[src/rtl/shift_stack_pkg.sv]
`default_nettype none
// +----------------------------------------------------------------------+
// | Module      : shift_stack_pkg                                        |
// | Description : Op codes and slot-select encoding for the LIFO         |
// |               operand stack.                                         |
// | Revision    : 1.0 - initial release                                  |
// +----------------------------------------------------------------------+
package shift_stack_pkg;

   // Three-bit stack operation code
   typedef logic [2:0] op_t;

   localparam op_t OP_NOP  = 3'b000;
   localparam op_t OP_PUSH = 3'b001;
   localparam op_t OP_POP  = 3'b010;
   localparam op_t OP_DUP  = 3'b011;
   localparam op_t OP_SWAP = 3'b100;
   localparam op_t OP_REPL = 3'b101;
   localparam op_t OP_P2P  = 3'b110;
   localparam op_t OP_CLR  = 3'b111;

   // Per-slot next-value source
   typedef enum logic [2:0] {
      SEL_HOLD  = 3'd0,   // keep current value
      SEL_ABOVE = 3'd1,   // take entry i-1 (shift down, toward bottom)
      SEL_BELOW = 3'd2,   // take entry i+1 (shift up, toward top)
      SEL_DIN   = 3'd3,   // take external data
      SEL_ZERO  = 3'd4    // clear
   } sel_t;

endpackage : shift_stack_pkg
`default_nettype wire

[src/rtl/shift_stack_slot.sv]
`default_nettype none
// +----------------------------------------------------------------------+
// | Module      : stack_slot                                             |
// | Description : One WIDTH-bit stack entry with a five-way next-value   |
// |               select and asynchronous active-low reset.              |
// | Revision    : 1.0 - initial release                                  |
// +----------------------------------------------------------------------+
module stack_slot
   import shift_stack_pkg::*;
#(
   parameter int WIDTH = 8
) (
   input  logic             clk,
   input  logic             rst,
   input  sel_t             sel,
   input  logic [WIDTH-1:0] from_above,
   input  logic [WIDTH-1:0] from_below,
   input  logic [WIDTH-1:0] din,
   output logic [WIDTH-1:0] q
);

   // Entry register: load the selected source, or clear on reset
   always_ff @(posedge clk or negedge rst) begin
      if (!rst) begin
         q <= '0;
      end else begin
         case (sel)
            SEL_HOLD:  q <= q;
            SEL_ABOVE: q <= from_above;
            SEL_BELOW: q <= from_below;
            SEL_DIN:   q <= din;
            SEL_ZERO:  q <= '0;
            default:   q <= q;
         endcase
      end
   end

endmodule : stack_slot
`default_nettype wire

[src/rtl/shift_stack.sv]
`default_nettype none
// +----------------------------------------------------------------------+
// | Module      : shift_stack                                            |
// | Description : Parametrised LIFO operand stack built as a multi-entry |
// |               shift register. Exposes the top two entries to the ALU |
// |               and supports push/pop/dup/swap/replace/pop2push/clear. |
// | Revision    : 1.0 - initial release                                  |
// +----------------------------------------------------------------------+
module shift_stack
   import shift_stack_pkg::*;
#(
   parameter int WIDTH = 8,
   parameter int DEPTH = 4,
   parameter int CW    = $clog2(DEPTH + 1)
) (
   input  logic             clk,
   input  logic             rst,
   input  logic             en,
   input  logic [2:0]       op,
   input  logic [WIDTH-1:0] din,
   output logic [WIDTH-1:0] top,
   output logic [WIDTH-1:0] nxt,
   output logic [CW-1:0]    count,
   output logic             empty,
   output logic             full,
   output logic             err
);

   localparam logic [CW-1:0] C_FULL = CW'(DEPTH);
   localparam logic [CW-1:0] C_ONE  = CW'(1);
   localparam logic [CW-1:0] C_TWO  = CW'(2);

   logic [WIDTH-1:0] w_slot_q [DEPTH];
   sel_t             w_sel    [DEPTH];
   logic [CW-1:0]    r_count;
   logic [CW-1:0]    w_count_nxt;
   logic             r_err;
   logic             w_err_nxt;
   logic             w_empty;
   logic             w_full;

   assign w_empty = (r_count == '0);
   assign w_full  = (r_count == C_FULL);

   // Entries at or beyond count are always zero, so the raw slots already
   // read as 0 when the stack is too shallow.
   assign top   = w_slot_q[0];
   assign nxt   = w_slot_q[1];
   assign count = r_count;
   assign empty = w_empty;
   assign full  = w_full;
   assign err   = r_err;

   // Entry storage: each slot sees its neighbours; the ends see zero
   for (genvar i = 0; i < DEPTH; i++) begin : g_slot
      logic [WIDTH-1:0] w_above;
      logic [WIDTH-1:0] w_below;

      if (i == 0) begin : g_first
         assign w_above = '0;
      end else begin : g_inner_above
         assign w_above = w_slot_q[i-1];
      end

      if (i == DEPTH - 1) begin : g_last
         assign w_below = '0;
      end else begin : g_inner_below
         assign w_below = w_slot_q[i+1];
      end

      stack_slot #(
         .WIDTH (WIDTH)
      ) u_slot (
         .clk        (clk),
         .rst        (rst),
         .sel        (w_sel[i]),
         .from_above (w_above),
         .from_below (w_below),
         .din        (din),
         .q          (w_slot_q[i])
      );
   end

   // Op decode: per-slot selects, next count and error; illegal ops freeze
   // the entries and the count and only raise the sticky error.
   always_comb begin
      for (int i = 0; i < DEPTH; i++) begin
         w_sel[i] = SEL_HOLD;
      end
      w_count_nxt = r_count;
      w_err_nxt   = r_err;

      if (en) begin
         case (op)
            OP_PUSH: begin
               if (w_full) begin
                  w_err_nxt = 1'b1;
               end else begin
                  w_sel[0] = SEL_DIN;
                  for (int i = 1; i < DEPTH; i++) begin
                     w_sel[i] = SEL_ABOVE;
                  end
                  w_count_nxt = r_count + C_ONE;
               end
            end
            OP_POP: begin
               if (w_empty) begin
                  w_err_nxt = 1'b1;
               end else begin
                  for (int i = 0; i < DEPTH; i++) begin
                     w_sel[i] = SEL_BELOW;
                  end
                  w_count_nxt = r_count - C_ONE;
               end
            end
            OP_DUP: begin
               if (w_full || w_empty) begin
                  w_err_nxt = 1'b1;
               end else begin
                  // Top keeps its value; everything else shifts down,
                  // so slot 1 receives a copy of the top.
                  for (int i = 1; i < DEPTH; i++) begin
                     w_sel[i] = SEL_ABOVE;
                  end
                  w_count_nxt = r_count + C_ONE;
               end
            end
            OP_SWAP: begin
               if (r_count < C_TWO) begin
                  w_err_nxt = 1'b1;
               end else begin
                  w_sel[0] = SEL_BELOW;
                  w_sel[1] = SEL_ABOVE;
               end
            end
            OP_REPL: begin
               if (w_empty) begin
                  w_err_nxt = 1'b1;
               end else begin
                  w_sel[0] = SEL_DIN;
               end
            end
            OP_P2P: begin
               if (r_count < C_TWO) begin
                  w_err_nxt = 1'b1;
               end else begin
                  w_sel[0] = SEL_DIN;
                  for (int i = 1; i < DEPTH; i++) begin
                     w_sel[i] = SEL_BELOW;
                  end
                  w_count_nxt = r_count - C_ONE;
               end
            end
            OP_CLR: begin
               for (int i = 0; i < DEPTH; i++) begin
                  w_sel[i] = SEL_ZERO;
               end
               w_count_nxt = '0;
               w_err_nxt   = 1'b0;
            end
            default: begin
               // NOP: hold everything
            end
         endcase
      end
   end

   // Occupancy count and sticky error register
   always_ff @(posedge clk or negedge rst) begin
      if (!rst) begin
         r_count <= '0;
         r_err   <= 1'b0;
      end else begin
         r_count <= w_count_nxt;
         r_err   <= w_err_nxt;
      end
   end

endmodule : shift_stack
`default_nettype wire

[config.mk]
export PLATFORM = sky130hd
export DESIGN_NAME = shift_stack
export DESIGN_NICKNAME = d
export VERILOG_FILES = /design/src/rtl/shift_stack_pkg.sv /design/src/rtl/shift_stack_slot.sv /design/src/rtl/shift_stack.sv
export SDC_FILE = /design/constraint.sdc
export NUM_CORES = 1
export LEC_CHECK = 0
export BUFFER_PORTS_ARGS = -buffer_cell sky130_fd_sc_hd__buf_2
export CAP_MARGIN = 20
export CORE_ASPECT_RATIO = 1.75
export CORE_MARGIN = 4
export CORE_UTILIZATION = 55
export CTS_CLUSTER_DIAMETER = 200
export DETAILED_ROUTE_END_ITERATION = 7
export PLACE_DENSITY = 0.8
export SLEW_MARGIN = 20
export SYNTH_ARGS = -nofsm -noshare
export SYNTH_HDL_FRONTEND = slang
export SYNTH_SLANG_ARGS = --single-unit
[constraint.sdc]
create_clock -name clk -period 2.3 [get_ports clk]
set_input_delay 0.115 -clock clk [delete_from_list [all_inputs] [get_ports clk]]
set_output_delay 0.115 -clock clk [all_outputs]
set_load 0.02 [all_outputs]
==> summary.md, run 1 <==
| Metric | Value |
|---|---|
| FILL cells | 305 |
| Worst skew pair latency | ~290 ps |
| H-tree lvl count | 2 |
| Synthesized area | 2060 sq um |
| Layout cells sized above 1 | 31.1% |
| Die area | 4820 sq um |
| Max frequency | between 500 and 600 MHz |
| Die X-Extent | 54.2 um |
| Initial core utilization | between 50% and 60% |
| Worst-Margin Slew | 799 ps |
| Final Max Slew Viols | 0 |
| Most frequent cells in the layout | 36 x dfrtp_1, 35 x buf_2, 24 x nand2_1 |
| Worst Path Arrival | 2160 ps |
| Gate power share | 43.0% |
| Post-Route WL | around 4400 um |
| Rel. slew slack | between 40% and 50% |
| Power density over the cells | around 1300 nW/um^2 |
| Int Power | between 1.5 and 2 mW |
| Maxcap violations | 0 |
| Cell variety after synth | 43 |
| Total track usage | 20.7% |
| Initial antenna violation count | 0 |
| Largest net degree at the start of global routing | 37 |
| Max FO, Critical Path | 18 |
| Pleak | about 1.1 nW |
| Sequential cell area fraction in the yosys report | between 40% and 50% |
| #FFs+latches synth | 36 |
| GPL Wtd Cong | ~0.94 |
| Drt wl/cell | about 16 um |
| Antenna diodes | 0 |
| Post-DRT Antenna Nets | 0 |
| Inst Count DP | 272 |
| RSZ-0062 raised after global routing | false |
| Switching pwr | approximately 1.2 mW |
| Num CTS Buffers | 5 |
| Port Buffers | 35 |
| Layout Cells excl Fill | 281 |
| Commonest non-fill, non-tap cell in the layout | dfrtp_1 |
| Syn-to-layout area delta | 14.3% |
| Final worst setup slack | 315 ps |
| Vias in the first global route | roughly 1500 |
| Sequential share of power | 39.3% |
| Core area | between 3000 and 4000 sq um |
| Syn avg cell area | between 10 and 15 sq um |
| Final min period | approximately 2000 ps |
| Root Driver | clkbuf_8 |
| Final setup viols | 0 |
| Detailed Place HPWL | about 3200 um |
| Switching Fraction | 39.5% |
| Post-synthesis instance total | 199 |
| Class of the worst hold path | in2reg |
| DR iter-0 viols | 45 |
| Setup total negative slack | 0 ps |
| Layout Skew | a little under 7 ps |
| Critical path capture point type | flop |
| Outcome | completed |
| Longest Clk Path Bufs | 2 |
| First-pass GRT wire length | roughly 7400 um |
| CTS tree | yes |
| Vias per cell | 5.84 |
| DRC viols | 0 |
| Cell Rows | 29 |
| Clock network power share | between 15 and 20% |
| Startpoint Class | flop |
| Total number of vias | 1640 |
| Hold Vio Cnt, Final | 0 |
| Maximum VDD drop | around 0.7 mV |
| Pre-CTS setup slack | ~330 ps |
| Die Y | 88.9 um |
| Final Core Density | between 60 and 70% |
| Worst EP required | about 2500 ps |
| Fin crit share | between 80% and 90% |
| Mapped Nets | between 200 and 250 |
| Top Ports | 36 |
| Clock tree sinks | 36 |
| Congestion Overflow GR | 0 |
| Clk pin slew, worst setup/hold paths | approximately 70 ps |
| CP Class | reg2reg |
| Nets | 249 |
| Ys Warns | 0 |
| DR pass1 iterations | 5 |
## layer usage
metal  vias up  wire length [um]  track usage [%]
met1       801              1880             27.1
met5         -                 0                0
met3         5               179             4.17
met2        42              2300             33.5
met4         0                72             7.26
li1        792                 -                -
## worst max-delay path, cell delays in order, from the launching register on
cell and delay (ps):
dfrtp_1 480, or2_1 260, and2_4 180, a221o_1 560, a221oi_1 310, nor2_1 80
## per-stage QoR
stage / hold slack, ps / total power [mW] / area, sq um
CTS: 170 / 3.09 / 2350
global placement: 236 / 2.49 / 2240
finish: 170 / 3.06 / 2350
floorplan: -181 / 2.16 / 2060
detailed placement: 240 / 2.54 / 2240
global route: 176 / 3.30 / 2350
## what timing repair did
item                                   CTS  global route
resized for setup                        0             0
hold buffers                             1             0
buffers inserted                         0             0
endpoints found under the hold margin   36             0
## flip-flops by register name (all words and copies together), names as in the netlist
signal / count
g_slot.u_slot.q: 32
count: 3
err: 1
## power by group through the flow
stage | Combinational (mW) | Clock, mW | Sequential (mW)
after floorplan | 0.827 | 0 | 1.34
after detailed placement | 1.32 | 0 | 1.22
final | 1.32 | 0.543 | 1.20
after CTS | 1.33 | 0.555 | 1.20
after global placement | 1.29 | 0 | 1.20
after global routing | 1.46 | 0.578 | 1.26
## layout make-up
class	count	area (sq um)	share of cell area [%]
Tap cell	46	57.6	2.45
Multi-Input combinational cell	145	1030	43.8
Inverter	4	15.0	0.638
Clock inverter	2	35.0	1.49
Sequential cell	36	901	38.3
Clock buffer	6	72.6	3.08
Timing Repair Buffer	42	243	10.3
## final timing paths
path | to | slack (ps) | startpoint | cells after the start
max | g_slot[2].u_slot.q[0] | 320 | count[2] | 5
min | g_slot[0].u_slot.q[2] | 170 | din[2] | 3
max reg2reg | g_slot[2].u_slot.q[0] | 320 | count[2] | 5
min reg2reg | g_slot[3].u_slot.q[2] | 470 | g_slot[3].u_slot.q[2] | 2
max in group asynchronous | g_slot[1].u_slot.q[7] | 1350 | rst | 2
min in group asynchronous | g_slot[0].u_slot.q[6] | 450 | rst | 2
## synthesized netlist by cell type (all sizes together)
cell type / count / area, sq um
fa: 1 / 20.0
nor3b: 2 / 15.0
or3: 1 / 6.26
or2: 2 / 12.5
a221o: 1 / 10.0
o41ai: 1 / 8.76
a21oi: 5 / 32.5
clkbuf: 1 / 3.75
nor3: 1 / 5.00
a31oi: 3 / 18.8
nand4b: 1 / 8.76
inv: 4 / 15.0
a211oi: 1 / 12.5
a221oi: 9 / 96.4
and3: 1 / 6.26
a21boi: 1 / 7.51
xnor2: 1 / 8.76
nand2b: 3 / 18.8
o21ai: 8 / 51.3
nor2: 22 / 82.6
o211ai: 2 / 20.0
nor2b: 6 / 40.0
nand4: 1 / 6.26
o31ai: 2 / 15.0
a2bb2o: 1 / 11.3
a311oi: 1 / 8.76
nand3: 9 / 45.0
a22o: 16 / 140
and2: 3 / 21.3
nand2: 24 / 90.1
dfrtp: 36 / 901
buf: 13 / 109
mux2: 16 / 210
## kinds of logic after synthesis
| group | after synthesis | synth area share (%) |
|---|---|---|
| AO/OA/AOI/OAI | 51 | 21.0 |
| XOR/XNOR | 1 | 0.426 |
| adder cells (fa/ha/maj) | 1 | 0.973 |
| buffers and inverters | 18 | 6.20 |
| flip-flops | 36 | 43.8 |
| multiplexers | 16 | 10.2 |
| AND/OR/NAND/NOR | 76 | 17.4 |
No activity file was read; power rests on OpenSTA's default activity.
==> run 2: changes to the inputs <==
- BUFFER_PORTS_ARGS: -buffer_cell sky130_fd_sc_hd__buf_2 -> unset
- CORE_UTILIZATION: 55 -> 63
- DONT_BUFFER_PORTS: unset -> 1
==> run 2 against run 1 <==
Effect of this change: die area fell by 11%; via count fell by 4.7%; non-clock buffer count fell by 31; clock power fell by 16%; global-route usage rose by 4.4 points; critical endpoint unchanged; first-iteration DRC count fell by 8.9%; sequential power rose by 18%; largest power group is now registers; critical path depth did not move.
==> summary.md, run 2 (synthesis gave the netlist of run 1 again) <==
| Metric | Value |
|---|---|
| Outcome | completed |
| Initial core utilization | 65.5% (+8.8 points) |
| GPL Wtd Cong | 0.922 (-2.2%) |
| Class of the worst hold path | in2reg |
| Port Buffers | 0 (-100%) |
| Max Used Layer | met4 |
| Largest register FFs | 32 (unchanged) |
| Total number of vias | 1563 (-4.7%) |
| Clock tree sinks | 36 (unchanged) |
| Commonest non-fill, non-tap cell in the layout | dfrtp_1 |
| DRC viols | 0 (unchanged) |
| Core area | 3140 sq um (-13%) |
| DR WL met3 | 226 um (+26%) |
| Int Power | 1.68 mW (-9.5%) |
| Worst-Margin Slew | 677 ps (-122 ps) |
| Startpoint Class | flop |
| Hold_ws | 50.7 ps (-120 ps) |
| Post-DRT Antenna Nets | 0 (unchanged) |
| Layout Skew | 2.97 ps (-3.83 ps) |
| Antenna diodes | 0 (unchanged) |
| Maxcap violations | 0 (unchanged) |
| Critical path capture point type | flop |
| Hold Vio Cnt, Final | 0 (unchanged) |
| Power density over the cells | 1310 nW/um^2 (+0.94%) |
| Most frequent cells in the layout | 36 x dfrtp_1, 24 x nand2_1, 22 x nor2_1 |
| Detailed Place HPWL | 3480 um (+10%) |
| CP max-delay cell | a221o_1 |
| Setup total negative slack | 0 ps (unchanged) |
| Vias per cell | 6.33 (+8.4%) |
| Initial antenna violation count | 0 (unchanged) |
| Nets | 218 (-12%) |
| Congestion Overflow GR | 0 (unchanged) |
| Crit path buffers/inverters | 0 (unchanged) |
| DR pass1 iterations | 4 (-1) |
| Longest Clk Path Bufs | 2 (unchanged) |
| DR iter-0 viols | 41 (-8.9%) |
| Met1 WL | 1800 um (-4.1%) |
| Clock network power share | 15.9% (-1.8 points) |
| Die area | 4280 sq um (-11%) |
| CP max stage delay | 570 ps (about the same) |
| Maximum VDD drop | 0.835 mV (+20%) |
| Register name with the most flops | g_slot.u_slot.q |
| CP Class | reg2reg |
| Final Max Slew Viols | 0 (unchanged) |
| Post-Route WL | 4820 um (+8.9%) |
| Worst EP required | 2460 ps (about the same) |
| Num CTS Buffers | 5 (unchanged) |
| Switching Fraction | 41.8% (+2.3 points) |
| Max frequency | 492 MHz (-2.3%) |
| Worst path cell trace | or2_1 > and2_4 > a221o_1 > a221oi_1 > nor2_1 |
| Top Ports | 36 (unchanged) |
| # Post-CTS Setup Buffers | 0 (unchanged) |
| Rel. slew slack | 54.9% (+8.1 points) |
| Pleak | 0.989 nW (-13%) |
| Final min period | 2030 ps (+46.9 ps) |
| Largest net degree at the start of global routing | 37 (unchanged) |
| Final setup viols | 0 (unchanged) |
| Total track usage | 25.2% (+4.4 points) |
| Switching pwr | 1.20 mW (-0.54%) |
| Gate power share | 35.1% (-7.9 points) |
| Vias in the first global route | 1650 (+8.5%) |
| Max FO, Critical Path | 18 (unchanged) |
| Die Y | 83.6 um (-6.0%) |
| H-tree lvl count | 2 (unchanged) |
| Die X-Extent | 51.2 um (-5.6%) |
| Drt wl/cell | 19.5 um (+24%) |
| Root Driver | clkbuf_8 |
| Top Family by Delay on Critical Path | compound AO/OA/AOI/OAI gates |
| Cell Rows | 27 (-6.9%) |
| Overall power | 2.88 mW (-6.0%) |
| CTS tree | yes |
| Clk pin slew, worst setup/hold paths | 70 ps (about the same) |
| RSZ-0062 raised after global routing | false |
| Worst skew pair latency | 290 ps (about the same) |
| Layout cells sized above 1 | 19.1% (-12 points) |
| FILL cells | 249 (-18%) |
| First-pass GRT wire length | 8180 um (+11%) |
| Worst Path Arrival | 2200 ps (+40 ps) |
| Syn-to-layout area delta | 6.50% |
| Fin crit share | 88.3% (+2.0 points) |
| Met2 WL | 2660 um (+16%) |
| Sequential share of power | 49.0% (+9.7 points) |
| Post-CTS sizing | 0 (unchanged) |
## run 2: cell types whose count changed in the layout (fill, tap and decap cells not counted), sizes merged
cell | before | now
bufinv | 1 | 0
buf | 41 | 8
dlygate4sd3 | 1 | 3
clkinv | 1 | 0
clkbuf | 6 | 8
## run 2: layout make-up
class	count	area (sq um)	share of cell area, %
repair buffers	11	103	4.68
inverters	4	15.0	0.685
clock buffers	8	90.1	4.11
well taps	43	53.8	2.45
flip-flops and latches	36	901	41.1
multi-input cells	145	1030	47.0
## run 2: worst reg2reg max path, delay by kind of cell, from the launching register on
family,cells,cell delay (ps)
DFF,1,470
and+or+nand+nor,3,520
AOI/OAI and AO/OA,2,920
## run 2: worst paths after layout
| kind | slack, ps | startpoint | cells after the start | endpoint |
|---|---|---|---|---|
| worst min register to register | 470 | g_slot[3].u_slot.q[0] | 2 | g_slot[3].u_slot.q[0] |
| worst max-delay path | 270 | count[2] | 5 | g_slot[2].u_slot.q[0] |
| max in group asynchronous | 1840 | rst | 2 | g_slot[2].u_slot.q[2] |
| worst min-delay path | 50 | en | 2 | count[0] |
| worst max register to register | 270 | count[2] | 5 | g_slot[2].u_slot.q[0] |
| min in group asynchronous | 280 | rst | 2 | g_slot[3].u_slot.q[6] |
## run 2: what timing repair did
action	4_1_cts	5_1_grt
endpoints found under the hold margin	37	0
hold buffers	4	0
setup endpoints to repair	0	0
## run 2: layer usage
layer / track usage, % / vias to the layer above
li1: - / 728
met1: 29.7 / 777
met2: 41.6 / 46
met3: 5.37 / 12
met4: 12.7 / 0
met5: 0 / -
## run 2: per-stage QoR
step | instance area (sq um) | util (%) | setup slack, ps | std cells
after detailed placement | 2050 | 65.3 | 278 | 235
after CTS | 2190 | 69.8 | 262 | 247
after floorplan | 2060 | - | 481 | 199
after global placement | 2050 | 65.3 | 385 | 235
after global routing | 2190 | 69.8 | 151 | 247
final | 2190 | 69.8 | 268 | 247
## run 2: power by group through the flow
| stage | combinational, mW | sequential, mW | clock (mW) |
|---|---|---|---|
| final | 1.01 | 1.41 | 0.458 |
| after global routing | 1.12 | 1.45 | 0.487 |
| after detailed placement | 0.985 | 1.42 | 0 |
| after global placement | 0.924 | 1.40 | 0 |
| after CTS | 1.02 | 1.41 | 0.468 |
| after floorplan | 0.827 | 1.34 | 0 |
==> run 3: changes to the inputs <==
- clock period: 2.3 -> 2.2 ns (I/O delays scaled with it)
==> run 3 against run 2 <==
Effect of this change: hold slack better by 4.0 ps; power grew 9.2%; cell area is 1.7% higher; highest routed layer unchanged.
==> summary.md, run 3 (synthesis gave the netlist of run 1 again) <==
| Metric | Value |
|---|---|
| Top Ports | 36 (unchanged) |
| Setup total negative slack | 0 ps (unchanged) |
| Final min period | 2020 ps (-7.23 ps) |
| RSZ-0062 raised after global routing | false |
| Startpoint Class | flop |
| Worst-Margin Slew | 689 ps (+11.5 ps) |
| First-pass GRT wire length | 7380 um (-9.7%) |
| Layout Skew | 6.53 ps (+3.56 ps) |
| Class of the worst hold path | in2reg |
| Final Max Slew Viols | 0 (unchanged) |
| Worst path cell trace | or2_1 > and2_4 > a221o_1 > a221oi_1 > nor2_1 |
| Root Driver | clkbuf_8 |
| DR iter-0 viols | 50 (+22%) |
| Gate power share | 33.3% (-1.8 points) |
| Initial core utilization | 65.5% (unchanged) |
| Syn-to-layout area delta | 8.27% |
| Antenna diodes | 0 (unchanged) |
| Switching pwr | 1.24 mW (+3.3%) |
| Sequential share of power | 47.0% (-2.0 points) |
| Num CTS Buffers | 5 (unchanged) |
| Final Core Density | 70.9% (+1.2 points) |
| Layout cells sized above 1 | 20.1% (+0.98 points) |
| CP max stage delay | 550 ps (-20 ps) |
| DR pass1 iterations | 4 (unchanged) |
| Vias per cell | 6.30 (-0.38%) |
| Switching Fraction | 39.5% (-2.2 points) |
| Pre-CTS setup slack | 175 ps (-102 ps) |
| Crit path buffers/inverters | 0 (unchanged) |
| Power density over the cells | 1410 nW/um^2 (+7.4%) |
| Int Power | 1.90 mW (+13%) |
| Die area | 4280 sq um (unchanged) |
| GPL Wtd Cong | 0.897 (-2.7%) |
| Hold Vio Cnt, Final | 0 (unchanged) |
| Total track usage | 22.6% (-2.6 points) |
| Layout Cells excl Fill | 247 (unchanged) |
| FILL cells | 235 (-5.6%) |
| Maxcap violations | 0 (unchanged) |
| Die X-Extent | 51.2 um (unchanged) |
| Final worst setup slack | 176 ps (-92.8 ps) |
| Post-Route WL | 4420 um (-8.4%) |
| Final setup viols | 0 (unchanged) |
| Detailed Place HPWL | 3230 um (-7.1%) |
| Clk pin slew, worst setup/hold paths | 70 ps (about the same) |
| Max FO, Critical Path | 18 (unchanged) |
| Congestion Overflow GR | 0 (unchanged) |
| Port Buffers | 0 (unchanged) |
| Clock tree sinks | 36 (unchanged) |
| Core area | 3140 sq um (unchanged) |
| DRC viols | 0 (unchanged) |
| Nets | 218 (unchanged) |
| Fin crit share | 92.0% (+3.7 points) |
| Critical path capture point type | flop |
| Inst Count DP | 235 (unchanged) |
| Worst skew pair latency | 280 ps (about the same) |
| Hold_ws | 54.7 ps (+3.99 ps) |
| # hold bufs at CTS | 4 (unchanged) |
| Top Family by Delay on Critical Path | compound AO/OA/AOI/OAI gates |
| Clock network power share | 19.8% (+3.9 points) |
| Rel. slew slack | 53.9% (-0.93 points) |
| H-tree lvl count | 2 (unchanged) |
| Worst EP required | 2360 ps (-100 ps) |
| Design area | 2230 sq um (+1.7%) |
| CTS tree | yes |
| Vias in the first global route | 1595 (-3.3%) |
| Post-CTS sizing | 0 (unchanged) |
| Outcome | completed |
| Post-DRT Antenna Nets | 0 (unchanged) |
| Drt wl/cell | 17.9 um (-8.4%) |
| Initial antenna violation count | 0 (unchanged) |
| CP Class | reg2reg |
| # Post-CTS Setup Buffers | 0 (unchanged) |
| Cell Rows | 27 (unchanged) |
| CP max-delay cell | a221o_1 |
| Largest net degree at the start of global routing | 37 (unchanged) |
| Register name with the most flops | g_slot.u_slot.q |
| Pleak | 1.01 nW (+1.9%) |
| Max frequency | 494 MHz (+0.36%) |
| Total number of vias | 1557 (-0.38%) |
| Longest Clk Path Bufs | 2 (unchanged) |
| Largest register FFs | 32 (unchanged) |
| Maximum VDD drop | 1.01 mV (+21%) |
| Most frequent cells in the layout | 36 x dfrtp_1, 24 x nand2_1, 22 x nor2_1 |
| Overall power | 3.14 mW (+9.2%) |
| Worst Path Arrival | 2190 ps (about the same) |
| Die Y | 83.6 um (unchanged) |
| Dpl cell area | 2050 sq um (unchanged) |
| Commonest non-fill, non-tap cell in the layout | dfrtp_1 |
run 3: cell types whose count changed in the layout (fill, tap and decap cells not counted):
cell       previous run  this run
bufinv_16             0         1
clkbuf_1              2         0
clkbuf_8              6         7
run 3: final timing paths:
| kind | startpoint | endpoint | slack, ps | cells after the start |
|---|---|---|---|---|
| worst min-delay path | en | count[0] | 50 | 2 |
| max in group asynchronous | rst | g_slot[0].u_slot.q[2] | 1740 | 2 |
| worst min register to register | g_slot[3].u_slot.q[7] | g_slot[3].u_slot.q[7] | 480 | 2 |
| worst max-delay path | count[2] | g_slot[2].u_slot.q[0] | 180 | 5 |
| worst max register to register | count[2] | g_slot[2].u_slot.q[0] | 180 | 5 |
| min in group asynchronous | rst | g_slot[1].u_slot.q[6] | 270 | 2 |
run 3: cell type report:
cell class | count | area, sq um | share of cell area [%]
inverters | 4 | 15.0 | 0.674
repair buffers | 11 | 103 | 4.60
multi-input cells | 145 | 1030 | 46.2
flip-flops and latches | 36 | 901 | 40.4
well taps | 43 | 53.8 | 2.41
clock inverters | 1 | 30.0 | 1.35
clock buffers | 7 | 96.3 | 4.32
run 3: power by group through the flow:
| stage | Clock [mW] | Combinational [mW] | Sequential, mW |
|---|---|---|---|
| after floorplan | 0 | 0.864 | 1.40 |
| final | 0.621 | 1.05 | 1.48 |
| after global routing | 0.651 | 1.15 | 1.52 |
| after detailed placement | 0 | 1.02 | 1.48 |
| after CTS | 0.629 | 1.05 | 1.47 |
| after global placement | 0 | 0.962 | 1.45 |
run 3: worst register-to-register path: stages, from the launching register on:
cell and delay, ps:
dfrtp_1 490, or2_1 270, and2_4 180, a221o_1 550, a221oi_1 340, nor2_1 80
run 3: metal layers:
metal  up-vias  routed length, um  track usage [%]
met5         -                  0                0
met2        54               2380             39.4
met1       769               1690             24.6
li1        725                  -                -
met3         9                244             6.26
met4         0                102             9.56
